**config.mk**
```make
export PLATFORM = sky130hd
export DESIGN_NAME = totp_host_loader
export DESIGN_NICKNAME = d
export VERILOG_FILES = /design/src/rtl/totp_host_loader.sv
export SDC_FILE = /design/constraint.sdc
export NUM_CORES = 1
export LEC_CHECK = 0
export CAP_MARGIN = 30
export CORE_ASPECT_RATIO = 1.2
export CORE_MARGIN = 2
export CORE_UTILIZATION = 62
export DETAILED_ROUTE_END_ITERATION = 10
export GPL_TIMING_DRIVEN = 0
export MAX_ROUTING_LAYER = met4
export PLACE_DENSITY = 0.82
export SETUP_SLACK_MARGIN = 0.2
export SYNTH_ARGS = -nofsm -noshare
export SYNTH_HDL_FRONTEND = slang
export SYNTH_SLANG_ARGS = --single-unit
```
**constraint.sdc**
```tcl
create_clock -name clk -period 6.7 [get_ports clk]
set_input_delay 1.34 -clock clk [delete_from_list [all_inputs] [get_ports clk]]
set_output_delay 1.34 -clock clk [all_outputs]
set_load 0.02 [all_outputs]
```
**src/rtl/totp_host_loader.sv**
```systemverilog
// Host-side loader for the TOTP core serial interface.
// Keeps a key RAM and a free-running time-step counter. On a start request it
// snapshots the step and shifts the key, then the 64-bit step, into the core.
// After that it waits for the core's ready flag, or gives up after WAIT_MAX cycles.
module totp_host_loader #(
    parameter int unsigned KEY_BYTES = 20,
    parameter int unsigned CLK_DIV   = 1000,
    parameter int unsigned STEP_SECS = 30,
    parameter int unsigned WAIT_MAX  = 65535
) (
    input  logic        clk,
    input  logic        rst,
    input  logic        key_wr,
    input  logic [4:0]  key_addr,
    input  logic [7:0]  key_wdata,
    input  logic [4:0]  key_len,
    input  logic        epoch_set,
    input  logic [63:0] epoch_in,
    input  logic        start,
    input  logic        auto_en,
    input  logic        ready_in,
    output logic        data,
    output logic        key_en,
    output logic        msg_en,
    output logic        busy,
    output logic        done,
    output logic        timeout,
    output logic [63:0] step
);

    localparam int unsigned PreW  = (CLK_DIV > 1) ? $clog2(CLK_DIV) : 1;
    localparam int unsigned SecW  = $clog2(STEP_SECS + 1);
    localparam int unsigned WaitW = $clog2(WAIT_MAX + 1);

    localparam logic [PreW-1:0]  PreLast   = PreW'(CLK_DIV - 1);
    localparam logic [SecW-1:0]  SecLast   = SecW'(STEP_SECS - 1);
    localparam logic [WaitW-1:0] WaitLast  = WaitW'(WAIT_MAX - 1);
    localparam logic [4:0]       KeyBytesW = 5'(KEY_BYTES);

    typedef enum logic [2:0] {StIdle, StKey, StGap, StMsg, StWait} state_e;

    state_e             state_q, state_d;
    logic [PreW-1:0]    pre_q, pre_d;
    logic [SecW-1:0]    sec_q, sec_d;
    logic [63:0]        step_q, step_d;
    logic [63:0]        msg_q, msg_d;      // step snapshot, shifted out MSB first
    logic [4:0]         len_q, len_d;
    logic [4:0]         byte_q, byte_d;
    logic [2:0]         bit_q, bit_d;
    logic [7:0]         shift_q, shift_d;  // remaining bits of the byte on the wire
    logic [5:0]         mcnt_q, mcnt_d;
    logic [WaitW-1:0]   wait_q, wait_d;
    logic               data_q, data_d;
    logic               key_en_q, key_en_d;
    logic               msg_en_q, msg_en_d;
    logic               done_q, done_d;
    logic               timeout_q, timeout_d;

    logic [7:0]         key_ram_q [KEY_BYTES];

    logic               tick;
    logic               roll;
    logic               start_req;
    logic [4:0]         len_sel;
    logic [4:0]         next_byte;
    logic [7:0]         first_byte;
    logic [7:0]         nb_byte;

    // Key RAM write port; contents survive reset, out-of-range addresses dropped.
    always_ff @(posedge clk) begin
        if (key_wr && (key_addr < KeyBytesW)) begin
            key_ram_q[key_addr] <= key_wdata;
        end
    end

    // Next-state logic: timebase, step counter and the serializer FSM.
    always_comb begin
        state_d   = state_q;
        pre_d     = pre_q;
        sec_d     = sec_q;
        step_d    = step_q;
        msg_d     = msg_q;
        len_d     = len_q;
        byte_d    = byte_q;
        bit_d     = bit_q;
        shift_d   = shift_q;
        mcnt_d    = mcnt_q;
        wait_d    = wait_q;
        data_d    = data_q;
        key_en_d  = key_en_q;
        msg_en_d  = msg_en_q;
        done_d    = 1'b0;
        timeout_d = 1'b0;

        tick       = (pre_q == PreLast);
        roll       = tick && (sec_q == SecLast) && !epoch_set;
        start_req  = start | (auto_en & roll);
        len_sel    = (key_len > KeyBytesW) ? KeyBytesW : key_len;
        next_byte  = byte_q + 5'd1;
        first_byte = key_ram_q[5'd0];
        nb_byte    = key_ram_q[next_byte];

        // epoch_set wins over the normal count and restarts the second phase
        if (epoch_set) begin
            step_d = epoch_in;
            pre_d  = '0;
            sec_d  = '0;
        end else begin
            pre_d = tick ? '0 : pre_q + PreW'(1);
            if (tick) begin
                sec_d = (sec_q == SecLast) ? '0 : sec_q + SecW'(1);
            end
            if (roll) begin
                step_d = step_q + 64'd1;
            end
        end

        unique case (state_q)
            StIdle: begin
                if (start_req) begin
                    msg_d  = step_d;
                    len_d  = len_sel;
                    byte_d = '0;
                    bit_d  = '0;
                    if (len_sel == 5'd0) begin
                        state_d = StGap;
                    end else begin
                        state_d  = StKey;
                        key_en_d = 1'b1;
                        data_d   = first_byte[7];
                        shift_d  = {first_byte[6:0], 1'b0};
                    end
                end
            end
            StKey: begin
                if (bit_q == 3'd7) begin
                    if (byte_q == len_q - 5'd1) begin
                        state_d  = StGap;
                        key_en_d = 1'b0;
                        data_d   = 1'b0;
                    end else begin
                        // RAM is read only here, so later writes never touch a byte in flight
                        byte_d  = next_byte;
                        bit_d   = '0;
                        data_d  = nb_byte[7];
                        shift_d = {nb_byte[6:0], 1'b0};
                    end
                end else begin
                    bit_d   = bit_q + 3'd1;
                    data_d  = shift_q[7];
                    shift_d = {shift_q[6:0], 1'b0};
                end
            end
            StGap: begin
                state_d  = StMsg;
                msg_en_d = 1'b1;
                data_d   = msg_q[63];
                msg_d    = {msg_q[62:0], 1'b0};
                mcnt_d   = '0;
            end
            StMsg: begin
                if (mcnt_q == 6'd63) begin
                    state_d  = StWait;
                    msg_en_d = 1'b0;
                    data_d   = 1'b0;
                    wait_d   = '0;
                end else begin
                    mcnt_d = mcnt_q + 6'd1;
                    data_d = msg_q[63];
                    msg_d  = {msg_q[62:0], 1'b0};
                end
            end
            StWait: begin
                if (ready_in) begin
                    done_d  = 1'b1;
                    state_d = StIdle;
                end else if (wait_q == WaitLast) begin
                    timeout_d = 1'b1;
                    state_d   = StIdle;
                end else begin
                    wait_d = wait_q + WaitW'(1);
                end
            end
            default: begin
                state_d  = StIdle;
                key_en_d = 1'b0;
                msg_en_d = 1'b0;
                data_d   = 1'b0;
            end
        endcase
    end

    // State register with synchronous reset; a reset aborts any transfer silently.
    always_ff @(posedge clk) begin
        if (rst) begin
            state_q   <= StIdle;
            pre_q     <= '0;
            sec_q     <= '0;
            step_q    <= '0;
            msg_q     <= '0;
            len_q     <= '0;
            byte_q    <= '0;
            bit_q     <= '0;
            shift_q   <= '0;
            mcnt_q    <= '0;
            wait_q    <= '0;
            data_q    <= 1'b0;
            key_en_q  <= 1'b0;
            msg_en_q  <= 1'b0;
            done_q    <= 1'b0;
            timeout_q <= 1'b0;
        end else begin
            state_q   <= state_d;
            pre_q     <= pre_d;
            sec_q     <= sec_d;
            step_q    <= step_d;
            msg_q     <= msg_d;
            len_q     <= len_d;
            byte_q    <= byte_d;
            bit_q     <= bit_d;
            shift_q   <= shift_d;
            mcnt_q    <= mcnt_d;
            wait_q    <= wait_d;
            data_q    <= data_d;
            key_en_q  <= key_en_d;
            msg_en_q  <= msg_en_d;
            done_q    <= done_d;
            timeout_q <= timeout_d;
        end
    end

    assign data    = data_q;
    assign key_en  = key_en_q;
    assign msg_en  = msg_en_q;
    assign busy    = (state_q != StIdle);
    assign done    = done_q;
    assign timeout = timeout_q;
    assign step    = step_q;

endmodule

```
# Word level (Yosys, flattened, before mapping)

Memories as Yosys holds them, arrays and structs flattened.
Index checks and enable logic that the tools add are counted.

Bits in registers: 194
Bits in writable memories: 160
Logic and storage cells: 132
Memories kept: 1

Add/subtract/negate cells: 8
Order comparisons: 2
Eq/ne operators: 21
Multiplexer cells: 51
Bitwise logic cells: 5
Reduce and logical (&&, ||, !) cells: 28

Memories:

| name      | words | width | rd ports | clocked after memory_dff | write ports | line | RTL |
|---|---|---|---|---|---|---|---|
| key_ram_q | 20    | 8     | 2        | 0                        | 1           | 59   | `logic [7:0] key_ram_q [KEY_BYTES];` |

Operators by type and width:

| cell                                                            | count |
|---|---|
| 64-bit 2-to-1 mux                                               | 4 |
| 64-bit case mux with 3 select lines                             | 1 |
| 64-bit by 1-bit adder with 64-bit output, second input constant | 1 |
| 16-bit 2-to-1 mux                                               | 3 |
| 8-bit 2-to-1 mux                                                | 4 |
| 16-bit case mux with 2 select lines                             | 1 |
| 3-bit 2-to-1 mux                                                | 9 |
| 5-bit 2-to-1 mux                                                | 5 |
| 2-bit inequality test, second input constant                    | 9 |
| 16-bit by 1-bit adder with 16-bit output, second input constant | 1 |
| 16-bit == test, second input constant                           | 1 |
| 8-bit case mux with 2 select lines                              | 1 |
| 3-bit case mux with 5 select lines                              | 1 |
| 1-bit 2-to-1 mux                                                | 14 |
| 6-bit case mux with 2 select lines                              | 1 |
| 4-bit AND reduction                                             | 3 |
| 3-bit OR reduction                                              | 4 |
| 10-bit by 1-bit adder with 10-bit output, second input constant | 1 |
| 5-bit by 1-bit adder with 5-bit output, second input constant   | 2 |
| 10-bit == test, second input constant                           | 1 |
| 5-bit case mux with 2 select lines                              | 1 |
| 5-bit AND reduction                                             | 2 |
| 3-bit AND reduction                                             | 3 |
| 6-bit by 1-bit adder with 6-bit output, second input constant   | 1 |
| 27 further kinds                                                | 41 |

# Depth between registers and ports, before layout

Depth after elaboration: 7
Mapped depth: 12
Mapped depth without buffers: 9

# Worst setup path before layout

No wires, ideal clock.

Path kind: input-to-reg
Start: input port epoch_set
End: register msg_q[45]
Library setup time: 131 ps
Arrival: 3,364 ps
Data required time: 6,569 ps
Slack: 3,204 ps
Stages on the path: 8
Path buffers: 1
Path through: buf_2 and4b_1 and4_1 nand4_1 or4b_2 o21a_1 o311ai_0 a21oi_1

Longest elaborated chain between the ends: 6
Elaborated cells between the ends (all ways): 10
Those cells by class: eq/ne: 1; mux: 4; bitwise: 2; reduce/logical: 3

Ends and longest elaborated chain:

| element                                                                    | line    | RTL |
|---|---|---|
| start: declaration                                                         | 17      | `input logic epoch_set,` |
| 1-bit logical NOT                                                          | 96      | `roll = tick && (sec_q == SecLast) && !epoch_set;` |
| 1-bit logical AND                                                          | 96      |  |
| 64-bit 2-to-1 mux or 1-bit AND (tied branches)                             | 113, 97 |  |
| 64-bit 2-to-1 mux or 1-bit OR (tied branches)                              | 104, 97 |  |
| 64-bit 2-to-1 mux or 2-bit inequality test (tied branches)                 | --      |  |
| 64-bit case mux with 3 select lines or 3-bit AND reduction (tied branches) | --      |  |
| end signal: assignment                                                     | 217     | `msg_q <= msg_d;` |
| end: declaration                                                           | 46      | `logic [63:0] msg_q, msg_d;` |

Several ways; a longest one is shown, not always the timed one. The select of a mux whose other input is x is not followed.
A chain may end at the register's enable or synchronous reset.

# Final worst setup path

Start: input port auto_en
End: register msg_q[51]

Longest elaborated chain between the ends: 4

Ends and longest elaborated chain:

| element                                | line | RTL |
|---|---|---|
| start: declaration                     | 20   | `input logic auto_en,` |
| 1-bit AND                              | 97   | `start_req = start \| (auto_en & roll);` |
| 1-bit OR                               | 97   |  |
| 2-bit inequality test (no source line) | --   |  |
| 3-bit AND reduction (no source line)   | --   |  |

Every way passes these cells.

==> results summary <==
The share of flip-flops with an asynchronous set or reset after synthesis is 0%. After synthesis, the cell types taking the most area are edfxtp_1 (30%), dfxtp_1 (24%), mux4_2 (5.3%). The analysis attributes to cell leakage a power of around 0.0067 uW.

The maximum number of pins on one net before global-route repair came out at 21. In the final layout, the multi-input gates occupy a little over 7000 um^2. The count of warnings emitted by yosys is 0. The via count of the first global-routing pass is 13900. The relative max-transition margin came out at between 30% and 40%. The TritonCTS sink count came out at 353. The number of slew-limit violations in the final report came out at 0. The worst setup margin is about 2500 ps. The routed design has approximately 53000 um of wire. For this run, the post-layout net count is ~1900. The worst hold path belongs to the class reg2reg. The required arrival time at the worst endpoint is around 7000 ps. The number of max-cap violations is 0.

The standard-cell row count is 64. The top-level port count is 159. The post-route minimum period is roughly 4200 ps. The placed cell area is between 15000 and 20000 um^2. The die height came out at 181 um. In this run the biggest area consumer among cell types represents roughly 30% of the synthesized area.

The sort of element at the end of the critical path is a flip-flop. For the pin with the worst max-slew slack, the measured transition is ~1000 ps. The synthesized netlist devotes between 10 and 15% of its cell area to compound gates. Measured in cells, the most critical reg-to-reg path has a length of 9. Sequential elements use a little over half of the synthesized area. The final worst-path cycle share is a little over three fifths.

After global routing the overflow that remains totals 0. The endpoint identified for the worst register-to-register timing path is msg_q[51]. Yosys mapped a number of flops with a built-in enable equal to 160. The library cell with the largest summed area after synthesis is edfxtp_1. The setup path with the least slack is of type in2reg. The average instance in the mapped netlist occupies approximately 10 um^2. Summed over all failing endpoints, the final setup total negative slack is 0 ps. The post-route cell area came out at between 15000 and 20000 um^2. The xor and xnor fraction of the mapped netlist area is between 4 and 5%. The worst register-to-register path begins at pre_q[0]. The endpoint with the worst hold slack is pre_q[0].

The worst hold margin came out at 472 ps. The maximum operating frequency came out at 0.237 GHz. Among all flip-flop cells after synthesis, the most frequent one is dfxtp_1. The flip-flop and latch count after synthesis is ~350.

The worst hold path begins at pre_q[0]. Of all nets on the critical path, the largest fanout is 10. The pre-CTS setup slack came out at between 2000 and 2500 ps. The fraction of layout cells with a size suffix above 1 came out at under 10%. In this run, post-CTS repair resized a total of 0 instances. The largest clock skew in the final design came out at 20.5 ps. The synthesis-to-finish area growth came out at 19.8%.

The area taken by flip-flops and latches came out at between 8000 and 9000 um^2. The H-tree generated during clock tree synthesis spans 2 levels. In the routed design, unresolved DRC markers number 0. The reg2reg setup slack is between 2000 and 3000 ps. The HPWL after detailed placement came out at between 30000 and 40000 um.

The run finished with clean final reports. The number of instances on the worst hold path came out at 1. The number of violations reported at the end of detailed-routing iteration 0 came out at approximately 1400. The clock-pin slew on the worst setup and hold paths is 70 ps.

The root cell of the clock tree is clkbuf_16. The repair_antennas step left the layout with diodes totalling 0. The number of antenna violations at the first check in global routing is 0. The area of the mapped netlist came out at around 16000 um^2. The clock tree from TritonCTS is yes. Setup violations remaining at the end of the flow were counted as 0. The worst setup path is launched from an input port. The width of the chip is 152 um. The simple-gate area share of the yosys netlist is roughly 18%. Dividing the detail-routed via count by the number of cells gives between 6 and 7. The final route contains about 14000 vias. The maximum buffer depth of the clock tree is 3.

The number of different library cells used by synthesis comes to between 70 and 80. The count of buffers from port buffering is between 150 and 200. The number of buffers added for setup after CTS is 0.

For the worst-skew pair, the clock arrives at the later sink with an insertion delay of between 500 and 600 ps. The number of fillers in the final layout is 1725. The count of TritonRoute iterations in the first routing pass came out at 6.

At the worst endpoint, the arrival time is roughly 4700 ps. Setup repair after global routing left no endpoint under its margin. The final antenna-violating net count is 0. The hold violation count in the final report was 0. The multiplexer area fraction after synthesis is between 7 and 8%. Leaving out fill and tap cells, the most frequent cell in the layout is dfxtp_1. The area enclosed by the die boundary is around 27000 um^2.

The post-detailed-route wirelength per cell is around 25 um. The highest ir drop seen on vdd is roughly 0.00028 V. The overall track demand over capacity in global routing is between 40% and 50%.

The post-synthesis adder-cell area fraction is less than 1%. TritonCTS created 36 clock buffers. The total of hold buffers inserted after clock tree synthesis is 0. The global placer's final weighted congestion is between 0.9 and 1. The cell count after synthesis is 1552. For this configuration, the core starts out at a cell density of a little over three fifths. The standard cell core area is approximately 26000 um^2. Leaving out fill and tap cells, the most frequent cells in the layout are dfxtp_1 (193), nor2_1 (169), edfxtp_1 (160).

In this run the power density over the cells is ~320 nW/um^2. The net count of the mapped netlist came out at 1652. After synthesis, the largest family of logic cells by area is simple AND/OR/NAND/NOR gates. The global-route wire length before repair is roughly 80000 um.
[state kept, by name, summed over array words and instances (netlist names), 6 cells and up]
signal     count
msg_q         64
mcnt_q         6
step          64
pre_q         10
shift_q        7
key_ram_q    160
wait_q        16
[Yosys cell counts (6+ instances only)]
cell,count
dfxtp_1,193
nor2_1,169
edfxtp_1,160
a21oi_1,116
nand2_1,107
o21ai_0,82
clkbuf_1,70
nand3_1,56
nor3_1,54
xor2_1,48
xnor2_1,40
nand4_1,39
mux2i_1,38
mux4_2,38
and3_1,31
inv_1,23
nor4_1,23
or3_1,23
a211oi_1,21
a31oi_1,20
and2_1,17
and4_1,15
buf_1,15
o211ai_1,14
buf_2,12
ha_1,11
o211a_1,10
a2111oi_0,8
a221oi_1,8
nand3b_1,7
nor3b_1,7
nand2b_1,6
o22ai_1,6
[critical path, cell delays in order]
cell and delay [ps]:
clkdlybuf4s50_1 450, and4b_1 200, nand4_1 370, a221oi_2 880
clkbuf_1 480, clkbuf_1 630, o21ai_0 150, a21oi_1 160
[through the flow]
step	total power, uW	utilization [%]	cells
after global routing	6380	75.8	2107
final	6180	75.8	2107
after global placement	4060	71.0	2039
after CTS	6130	75.8	2106
after detailed placement	4100	71.1	2041
after floorplan	3540	-	1552
[worst max path at each step]
| stage | from | endpoint | slack [ps] | depth (start not counted) |
|---|---|---|---|---|
| 2_1_floorplan | epoch_set | msg_q[45] | 3200 | 8 |
| 3_3_place_gp | auto_en | msg_q[51] | 2240 | 8 |
| 3_5_place_dp | auto_en | msg_q[51] | 2160 | 8 |
| 4_1_cts | auto_en | msg_q[51] | 2640 | 8 |
| 5_1_grt | auto_en | msg_q[49] | 2380 | 8 |
| 6_report | auto_en | msg_q[51] | 2470 | 8 |
[where the power goes]
part | switching [uW] | internal, uW | total (uW)
sequential | 145 | 2460 | 2600
combinational | 968 | 561 | 1530
clock | 860 | 1190 | 2050
[cells by family after synthesis]
family          Yosys count
compound gates          320
simple gates            578
flops                   353
mux                      80
fa+ha+maj                11
xor+xnor                 88
buf+inv                 122
[routing by layer]
| layer | track usage (%) | vias up | wire (um) |
|---|---|---|---|
| li1 | - | 6189 | - |
| met1 | 46.7 | 6678 | 18700 |
| met2 | 65.4 | 861 | 25700 |
| met3 | 5.61 | 252 | 4420 |
| met4 | 25.5 | 0 | 4330 |
| met5 | - | - | 0 |
[cell type report]
type | count | share of cell area (%)
clock inverters | 14 | 0.844
inverters | 24 | 0.464
repair buffers | 160 | 8.24
flip-flops and latches | 353 | 44.6
multi-input cells | 1077 | 36.4
clock buffers | 51 | 5.29
plain buffers | 98 | 1.99
well taps | 330 | 2.13
Power figures use the tool's default switching activity.
